### config.mk
export PLATFORM = sky130hd
export DESIGN_NAME = dual_port_mem_arbiter
export DESIGN_NICKNAME = d
export VERILOG_FILES = /design/src/rtl/dual_port_mem_arbiter.sv
export SDC_FILE = /design/constraint.sdc
export NUM_CORES = 1
export LEC_CHECK = 0
export CAP_MARGIN = 20
export CORE_AREA = 2 2 121 123
export CTS_CLUSTER_SIZE = 8
export DETAILED_ROUTE_END_ITERATION = 6
export DIE_AREA = 0 0 123 125
export PLACE_DENSITY = 0.46
export SYNTH_ARGS = -nofsm -noshare
export SYNTH_HDL_FRONTEND = slang
export SYNTH_SLANG_ARGS = --single-unit
export TNS_END_PERCENT = 30
### constraint.sdc
create_clock -name clk -period 2.25 [get_ports clk]
set_input_delay 0.225 -clock clk [delete_from_list [all_inputs] [get_ports clk]]
set_output_delay 0.225 -clock clk [all_outputs]
set_load 0.02 [all_outputs]
### src/rtl/dual_port_mem_arbiter.sv
// Shares one single-ported synchronous RAM between the CPU instruction and data ports.
// Per-cycle grant, no stalls; responses are routed by a latency-matched owner pipeline.
module dual_port_mem_arbiter #(
    parameter int ADDR_W      = 32,
    parameter int DATA_W      = 32,
    parameter int MEM_LATENCY = 1,
    parameter int RR_MODE     = 0
) (
    input  logic                clk,
    input  logic                reset,
    input  logic                inst_req,
    input  logic [DATA_W/8-1:0] inst_wen,
    input  logic [ADDR_W-1:0]   inst_addr,
    input  logic [DATA_W-1:0]   inst_wdata,
    output logic                inst_gnt,
    output logic                inst_rvalid,
    output logic [DATA_W-1:0]   inst_rdata,
    input  logic                data_req,
    input  logic [DATA_W/8-1:0] data_wen,
    input  logic [ADDR_W-1:0]   data_addr,
    input  logic [DATA_W-1:0]   data_wdata,
    output logic                data_gnt,
    output logic                data_rvalid,
    output logic [DATA_W-1:0]   data_rdata,
    output logic                mem_en,
    output logic [DATA_W/8-1:0] mem_wen,
    output logic [ADDR_W-1:0]   mem_addr,
    output logic [DATA_W-1:0]   mem_wdata,
    input  logic [DATA_W-1:0]   mem_rdata
);

    localparam int LAST = MEM_LATENCY - 1;

    // last_q: 1 = data port owned the most recent grant
    logic                   last_q, last_d;
    logic [MEM_LATENCY-1:0] vld_q, vld_d;
    logic [MEM_LATENCY-1:0] own_q, own_d;

    always_comb begin
        inst_gnt = 1'b0;
        data_gnt = 1'b0;
        if (!reset) begin
            if (data_req && (!inst_req || RR_MODE == 0 || !last_q)) begin
                data_gnt = 1'b1;
            end else if (inst_req) begin
                inst_gnt = 1'b1;
            end
        end
    end

    assign mem_en = inst_gnt | data_gnt;

    always_comb begin
        mem_wen   = '0;
        mem_addr  = '0;
        mem_wdata = '0;
        if (data_gnt) begin
            mem_wen   = data_wen;
            mem_addr  = data_addr;
            mem_wdata = data_wdata;
        end else if (inst_gnt) begin
            mem_wen   = inst_wen;
            mem_addr  = inst_addr;
            mem_wdata = inst_wdata;
        end
    end

    always_comb begin
        last_d = last_q;
        if (data_gnt) begin
            last_d = 1'b1;
        end else if (inst_gnt) begin
            last_d = 1'b0;
        end
        vld_d    = vld_q;
        own_d    = own_q;
        vld_d[0] = mem_en;
        own_d[0] = data_gnt;
        for (int i = 1; i < MEM_LATENCY; i++) begin
            vld_d[i] = vld_q[i-1];
            own_d[i] = own_q[i-1];
        end
    end

    always_ff @(posedge clk) begin
        if (reset) begin
            last_q <= 1'b0;
            vld_q  <= '0;
            own_q  <= '0;
        end else begin
            last_q <= last_d;
            vld_q  <= vld_d;
            own_q  <= own_d;
        end
    end

    assign inst_rvalid = vld_q[LAST] & ~own_q[LAST];
    assign data_rvalid = vld_q[LAST] & own_q[LAST];
    assign inst_rdata  = mem_rdata;
    assign data_rdata  = mem_rdata;

endmodule

**Yosys cells after proc, flatten, opt, wreduce, memory -nomap -nowiden**

Index checks and enable logic that the tools add are counted.

- Register bits: 2
- Input bits: 172

- Multiplexer cells: 11
- Bitwise logic cells: 4

Operator list:

| operator | number |
|---|---|
| $mux W32 | 4 |
| $mux W4 | 2 |
| $mux W1 | 5 |
| $and A1 B1 Y1 | 2 |
| $not A1 Y1 | 1 |
| $or A1 B1 Y1 | 1 |

**Logic depth before layout (Yosys ltp)**

Gate-level depths: netlist of run 1.

- Depth after elaboration: 5
- Mapped depth: 5
- Depth with buffers taken out: 2

**Least setup slack after synthesis of run 1**

OpenSTA, ideal clock, no wires.

- Path kind: input-to-output
- Start: in inst_req
- End: out mem_en
- Arrival time: 1.053 ns
- Required time: 2.025 ns
- Setup slack: 0.972 ns
- Stages: 4
- Buffers on the path: 2
- Cell sequence: clkbuf_1 clkbuf_1 nor2_1 nor2_1

- Cells in the longest elaborated chain, start to end: 4

RTL lines:

| element | RTL line | text |
|---|---|---|
| start: declaration | 11 | `input logic inst_req,` |
| $mux W1 | 45 | `end else if (inst_req) begin` |
| $mux W1 | 43 | `if (data_req && (!inst_req \|\| RR_MODE == 0 \|\| !last_q)) begin` |
| $mux W1 | 42 | `if (!reset) begin` |
| $or A1 B1 Y1 | 51 | `assign mem_en = inst_gnt \| data_gnt;` |
| end: declaration | 25 | `output logic mem_en,` |

Every way passes these cells.

**Final worst setup path of run 1**

- Start: in data_req
- End: out mem_wdata[0]

- Cells in the longest elaborated chain, start to end: 4
- Elaborated cells between the ends (all ways): 6
- Those cells by class: mux: 6

RTL lines:

| element | RTL line | text |
|---|---|---|
| start: declaration | 18 | `input logic data_req,` |
| $mux W1 | 43 |  |
| $mux W1 | 42 |  |
| $mux W32 | 61 | `end else if (inst_gnt) begin` |
| $mux W32 (*) | 57 | `if (data_gnt) begin` |
| end: declaration | 28 | `output logic [DATA_W-1:0] mem_wdata,` |

Every way passes the cells marked *; elsewhere a longest branch is shown, timed or not.

==> impl_metrics.tcl, run 1 <==
set metrics [dict create \
    hold_viol 0 \
    worst_pin_slew_ns 0.336 \
    leakagePower_nw 1.67 \
    track_usage_pct 8.55 \
    worstSetupEndpointType "output port" \
    critPathLaunchType "primary input" \
    synth_area_leaders "a32o_1 (50%), buf_4 (36%), clkbuf_1 (3.6%)" \
    grt_antenna_before_repair 0 \
    report.final.slew_viol_count 0 \
    clockBufferDepth 2 \
    synth_area_um2 1370 \
    root_buffer "clkbuf_16" \
    synth_top_family_by_area "compound AO/OA/AOI/OAI gates" \
    gp_routability_congestion 0.790 \
    final_nets 474 \
    fill_cells 1578 \
    ys_seq_elements 2 \
    synth_seq_area_share_pct 2.93 \
    ant_nets 0 \
    cp_max_fo 29 \
    synth_top_area_share_pct 49.8 \
    viasPerCell 4.04 \
    yosysWarnings 0 \
    min_path_type "in2out" \
    drt_iter0_markers 85 \
    fmax_mhz 458 \
    setup_tns_ns 0 \
    cts_max_level 1 \
    worst_ep_required_time_ns 2.03 \
    diodes 0 \
    grt_pass1_vias 1954 \
    relSlewSlack_pct 77.6 \
    holdCritStartpoint "mem_rdata[3]" \
    criticalPathCategory "in2out" \
    synth_cell_type_count 10 \
    io_buffer_count 212 \
    core_um2 14200 \
    crit_arrival_ns 1.96 \
    layout_min_cycle_time_ns 2.18 \
    grt_max_degree 71 \
    netlist_instances 166 \
    postCtsSetupBuffers 0 \
    grt_pass1_wl_um 10700 \
    final.period_utilization_pct 97.0 \
    rsz0062_at_grt "false" \
    multiInputGateArea_um2 742 \
    synthAdderAreaFrac_pct 0 \
    drive_gt1_share_pct 4.33 \
    synthXorXnorAreaFrac_pct 0 \
    clkSinkCount 2 \
    synthMuxAreaShare_pct 0 \
    timing.max_cap.violations 0 \
    die_w_um 123 \
    tritoncts "yes" \
    synth-compound-area-share_pct 49.8 \
    synth_top_cell_by_area "a32o_1" \
    dr.pass1.iters 4 \
    powerDensity_nw_per_um2 280 \
    syn2layout_area_growth_pct 144 \
    peakVddDrop_mv 0.286 \
    utilization_pct 23.5 \
    synth-simple-area-share_pct 3.57 \
    num_vias 1953 \
    total_power_mw 0.936 \
    wire_per_inst_um 16.1 \
    die_area_um2 15400 \
    dp_hpwl_um 6040 \
    synth_area_per_cell_um2 8.23 \
    dieHeight_um 125 \
    grt-ovfl-total 0 \
    num_io_pins 309 \
    min_to "inst_rdata[3]" \
    outcome "complete, no violations" \
    wirelength_um 7810 \
    seq_area_um2 40.0 \
    numCtsBuffers 3 \
    initial_utilization_pct 9.62 \
    finalSetupViolCount 0 \
    row_count 44 \
    drc 0 \
    holdPathStages 0 \
    syn-num-nets 338 \
]
## report_power, final
group	switching (mW)	internal [mW]
logic	0.257	0.376
clock network	0.0386	0.226
registers	0.000863	0.0379
## critical path, stage by stage
cell,delay (ns)
clkdlybuf4s50_1,0.56
nor2b_4,0.24
buf_12,0.20
a32o_1,0.14
clkdlybuf4s50_1,0.60
## layout by cell type (no fill, tap or decap), drive strengths merged
cell type,instances
a32o,68
and2,2
buf,8
clkbuf,3
clkdlybuf4s50,144
dfxtp,2
dlygate4sd2,36
dlymetal6s2s,30
nor2,4
nor2b,3
## cell type report
cell class	instances	share of cell area [%]
sequential	2	1.20
timing repair buffer	218	67.4
clock buffer	3	2.25
multi-input combinational	77	22.2
tap	184	6.89
## layer usage
layer,routed length [um],GRT usage [%]
met1,2710,9.17
met2,3820,15.5
met3,941,1.73
met4,349,4.55
met5,0,0
## worst max-delay path by stage
stage / start / end / slack [ns]
floorplan: inst_req / mem_en / 0.97
global placement: data_req / mem_wdata[24] / -0.05
detailed placement: data_req / mem_addr[28] / -0.04
CTS: data_req / mem_wdata[3] / 0.0004
global route: data_req / mem_wdata[0] / 0.001
finish: data_req / mem_wdata[0] / 0.07
## synth_stat cells
master    number
buf_2          6
buf_4         66
a32o_1        68
clkbuf_1      13
and2_1         2
nor2_1         3
dfxtp_1        2
nor2b_1        3
buf_6          2
nor2_2         1
## per-stage QoR
step / std cells / instance area (um^2) / worst slack (ns) / hold slack (ns)
floorplan: 166 / 1370 / 0.972 / 0.297
global placement: 481 / 3230 / -0.0454 / 0.450
detailed placement: 481 / 3230 / -0.0356 / 0.450
CTS: 484 / 3260 / 0.000363 / 0.450
global route: 484 / 3340 / 0.00102 / 0.450
finish: 484 / 3340 / 0.0670 / 0.450
## flip-flops by register name, indices dropped and copies added, names as in the netlist
signal	count
vld_q	1
own_q	1
## timing repair
item	CTS	global route
endpoints found under the hold margin	0	0
resized for setup	36	30
hold buffers	0	0
setup endpoints to repair	36	30
pin swaps	0	0
## cells by family (layout without fill, tap and decap cells)
group	after synthesis	count (layout)
compound gates	68	68
flops	2	2
simple gates	9	9
buf+inv	87	221
Power figures use the tool's default switching activity.
==> run 2, diff against run 1 <==
- CORE_AREA: 2 2 121 123 -> 2 2 120 122
- DIE_AREA: 0 0 123 125 -> 0 0 122 124
- DONT_BUFFER_PORTS: unset -> 1
- PLACE_DENSITY: 0.46 -> 0.3
==> impl_metrics.tcl, run 2 (synthesis results as in run 1) <==
set metrics [dict create \
    peakVddDrop_mv 0.170 \
    powerDensity_nw_per_um2 482 \
    drc 0 \
    relSlewSlack_pct 72.3 \
    worstSetupEndpointType "output port" \
    root_buffer "clkbuf_16" \
    criticalPathCategory "in2out" \
    final.period_utilization_pct 59.1 \
    rsz0062_at_grt "false" \
    die_area_um2 15100 \
    core_um2 13700 \
    grt-ovfl-total 0 \
    finalSetupViolCount 0 \
    mostFrequentLayoutCells "a32o_1 (68), nor2_1 (3), clkbuf_16 (3)" \
    dr.pass1.iters 4 \
    layout_min_cycle_time_ns 1.33 \
    wire_per_inst_um 16.1 \
    num_io_pins 309 \
    multiInputGateArea_um2 742 \
    row_count 43 \
    timing.max_cap.violations 0 \
    path_clk_slew_ns 0.03 \
    reg_top3 "own_q x1, vld_q x1" \
    holdBufCountCts 0 \
    dieHeight_um 124 \
    diodes 0 \
    critPathLaunchType "primary input" \
    comb_power_share_pct 43.8 \
    setup_tns_ns 0 \
    syn2layout_area_growth_pct -18.2 \
    mostFrequentLayoutCell "a32o_1" \
    grt_antenna_before_repair 0 \
    clkPwrFrac_pct 49.0 \
    internal_power_mw 0.332 \
    wirelength_um 4270 \
    grt_max_degree 71 \
    seqPwrFrac_pct 7.2 \
    final_nets 259 \
    utilization_pct 8.14 \
    clockBufferDepth 2 \
    grt_util_met3_pct 1.42 \
    crit_arrival_ns 1.10 \
    initial_utilization_pct 9.96 \
    total_power_mw 0.538 \
    holdWs_ns 0.0779 \
    dp_slack_ns 0.901 \
    dp_hpwl_um 3440 \
    outcome "complete, no violations" \
    die_w_um 122 \
    report.final.slew_viol_count 0 \
    worst_pin_slew_ns 0.415 \
    num_vias 1139 \
    switching_share_pct 38.3 \
    fmax_mhz 753 \
    fill_cells 1596 \
    met2_usage_pct 7.54 \
    gp_routability_congestion 0.709 \
    grt.busiest_layer "met2" \
    leakagePower_nw 0.245 \
    numCtsBuffers 3 \
    cts_max_level 1 \
    viasPerCell 4.30 \
    postCtsSetupBuffers 0 \
    grt_pass1_wl_um 5230 \
    seq_area_um2 40.0 \
    hold_viol 0 \
    ant_nets 0 \
    tritoncts "yes" \
    track_usage_pct 4.46 \
    clkSinkCount 2 \
    worst_ep_required_time_ns 2.03 \
    p_switching_mw 0.206 \
    io_buffer_count 0 \
    cts-resized-gates 0 \
    drt_iter0_markers 52 \
    min_path_type "in2reg" \
    grt_pass1_vias 937 \
    drive_gt1_share_pct 9.41 \
    use_met1_pct 5.13 \
    finalWorstSetupSlack_ns 0.921 \
    cp_max_fo 37 \
]
## run 2: final cells by class
class,instances,share of cell area (%)
multi-input combinational,77,66.4
timing repair buffer,3,3.14
clock buffer,3,6.72
tap,180,20.2
sequential,2,3.58
## run 2: critical path: stages
cell and delay [ns]:
nor2b_4 0.12, buf_4 0.37, a32o_1 0.38
## run 2: path summary, 6_finish.rpt
| kind | from | endpoint | slack, ns | cells after the start |
|---|---|---|---|---|
| worst min-delay path | reset | vld_q | 0.08 | 1 |
| worst max-delay path | data_req | mem_addr[31] | 0.92 | 3 |
## run 2: layer usage
layer | share of wire (%) | routed length (um)
met1 | 32 | 1390
met2 | 51 | 2190
met3 | 14 | 603
met4 | 2.1 | 89
met5 | 0 | 0
## run 2: power by group through the flow
stage / clock network [mW] / registers (mW) / logic [mW]
global route: 0.270 / 0.0388 / 0.251
CTS: 0.267 / 0.0387 / 0.238
detailed placement: 0 / 0.0392 / 0.238
global placement: 0 / 0.0390 / 0.238
finish: 0.264 / 0.0386 / 0.236
floorplan: 0 / 0.0389 / 0.401
## run 2: metrics by stage
step | cell area [um^2] | std cells
floorplan | 1370 | 166
global placement | 1040 | 262
detailed placement | 1040 | 262
CTS | 1120 | 265
global route | 1120 | 265
finish | 1120 | 265
==> run 3, diff against run 2 <==
- clock period: 2.25 -> 1.1 ns (I/O delays scaled with it)
==> impl_metrics.tcl, run 3 (synthesis results as in run 1) <==
set metrics [dict create \
    internal_power_mw 0.714 \
    dr.pass1.iters 4 \
    holdBufCountCts 1 \
    utilization_pct 8.87 \
    dp.cells 269 \
    final_nets 267 \
    grt_pass1_wl_um 5000 \
    powerDensity_nw_per_um2 938 \
    num_io_pins 309 \
    dp_slack_ns 0.150 \
    dieHeight_um 124 \
    grt-ovfl-total 0 \
    seqPwrFrac_pct 6.9 \
    clkSinkCount 2 \
    numCtsBuffers 3 \
    fmax_mhz 1010 \
    holdWs_ns 0.0388 \
    post-route-cell-area_um2 1220 \
    stdcell_count 273 \
    initial_utilization_pct 9.96 \
    path_buf_inv 0 \
    switching_share_pct 37.5 \
    total_power_mw 1.14 \
    postCtsSetupBuffers 0 \
    finalSetupViolCount 0 \
    worstSetupEndpointType "output port" \
    p_switching_mw 0.428 \
    crit_family "simple AND/OR/NAND/NOR gates" \
    clkPwrFrac_pct 47.2 \
    worst_ep_required_time_ns 0.99 \
    path_clk_slew_ns 0.03 \
    mostFrequentLayoutCell "a32o_1" \
    dp_hpwl_um 3530 \
    drive_gt1_share_pct 16.1 \
    comb_power_share_pct 45.9 \
    cp_cell_sequence "nor2b_1" \
    io_buffer_count 0 \
    clockBufferDepth 2 \
    ant_nets 0 \
    grt_pass1_vias 932 \
    mostFrequentLayoutCells "a32o_1 (68), buf_4 (6), buf_12 (4)" \
    cts-resized-gates 0 \
    setup_tns_ns 0 \
    core_um2 13700 \
    timing.max_cap.violations 0 \
    worst_pin_slew_ns 0.401 \
    die_area_um2 15100 \
    grt_antenna_before_repair 0 \
    reg_top3 "own_q x1, vld_q x1" \
    finalWorstSetupSlack_ns 0.112 \
    track_usage_pct 4.22 \
    critPathLaunchType "flop" \
    postPlaceCellArea_um2 1130 \
    crit_arrival_ns 0.88 \
    layout_min_cycle_time_ns 0.988 \
    relSlewSlack_pct 73.2 \
    cpPeakStageDelay_ns 0.36 \
    rsz0062_at_grt "false" \
    syn2layout_area_growth_pct -10.9 \
    die_w_um 122 \
    leakagePower_nw 0.297 \
    min_path_type "in2reg" \
    peakVddDrop_mv 0.362 \
    outcome "complete, no violations" \
    row_count 43 \
    viasPerCell 4.21 \
    drc 0 \
    hold_viol 0 \
    drt_iter0_markers 63 \
    gp_routability_congestion 0.709 \
    diodes 0 \
    cp_max_fo 2 \
    num_vias 1150 \
    report.final.slew_viol_count 0 \
    wirelength_um 4210 \
    tritoncts "yes" \
    cpMaxStageDelayCell "nor2b_1" \
    criticalPathCategory "reg2out" \
    cts_max_level 1 \
    root_buffer "clkbuf_16" \
    wire_per_inst_um 15.4 \
    grt_max_degree 71 \
    final.period_utilization_pct 89.8 \
]
## run 3: worst paths after layout
| path | startpoint | to | depth (start not counted) |
|---|---|---|---|
| worst max-delay path | vld_q | inst_rvalid | 1 |
| worst min-delay path | data_req | own_q | 1 |
## run 3: layout make-up
cell class	instances	area, um^2
repair buffers	11	135
flip-flops and latches	2	40.0
well taps	180	225
clock buffers	3	75.1
multi-input cells	77	742
fillers	1575	12500
## run 3: power groups by stage
stage,Combinational [mW],Clock (mW),Sequential [mW]
finish,0.525,0.539,0.0792
floorplan,0.821,0,0.0796
detailed placement,0.525,0,0.0803
CTS,0.529,0.548,0.0795
global placement,0.526,0,0.0797
global route,0.554,0.560,0.0800
## run 3: metal layers
layer,vias up,wire [um],GRT usage (%)
li1,470,-,-
met1,536,1380,4.80
met2,125,2180,7.47
met3,19,571,0.916
met4,0,87,2.08
met5,-,0,0
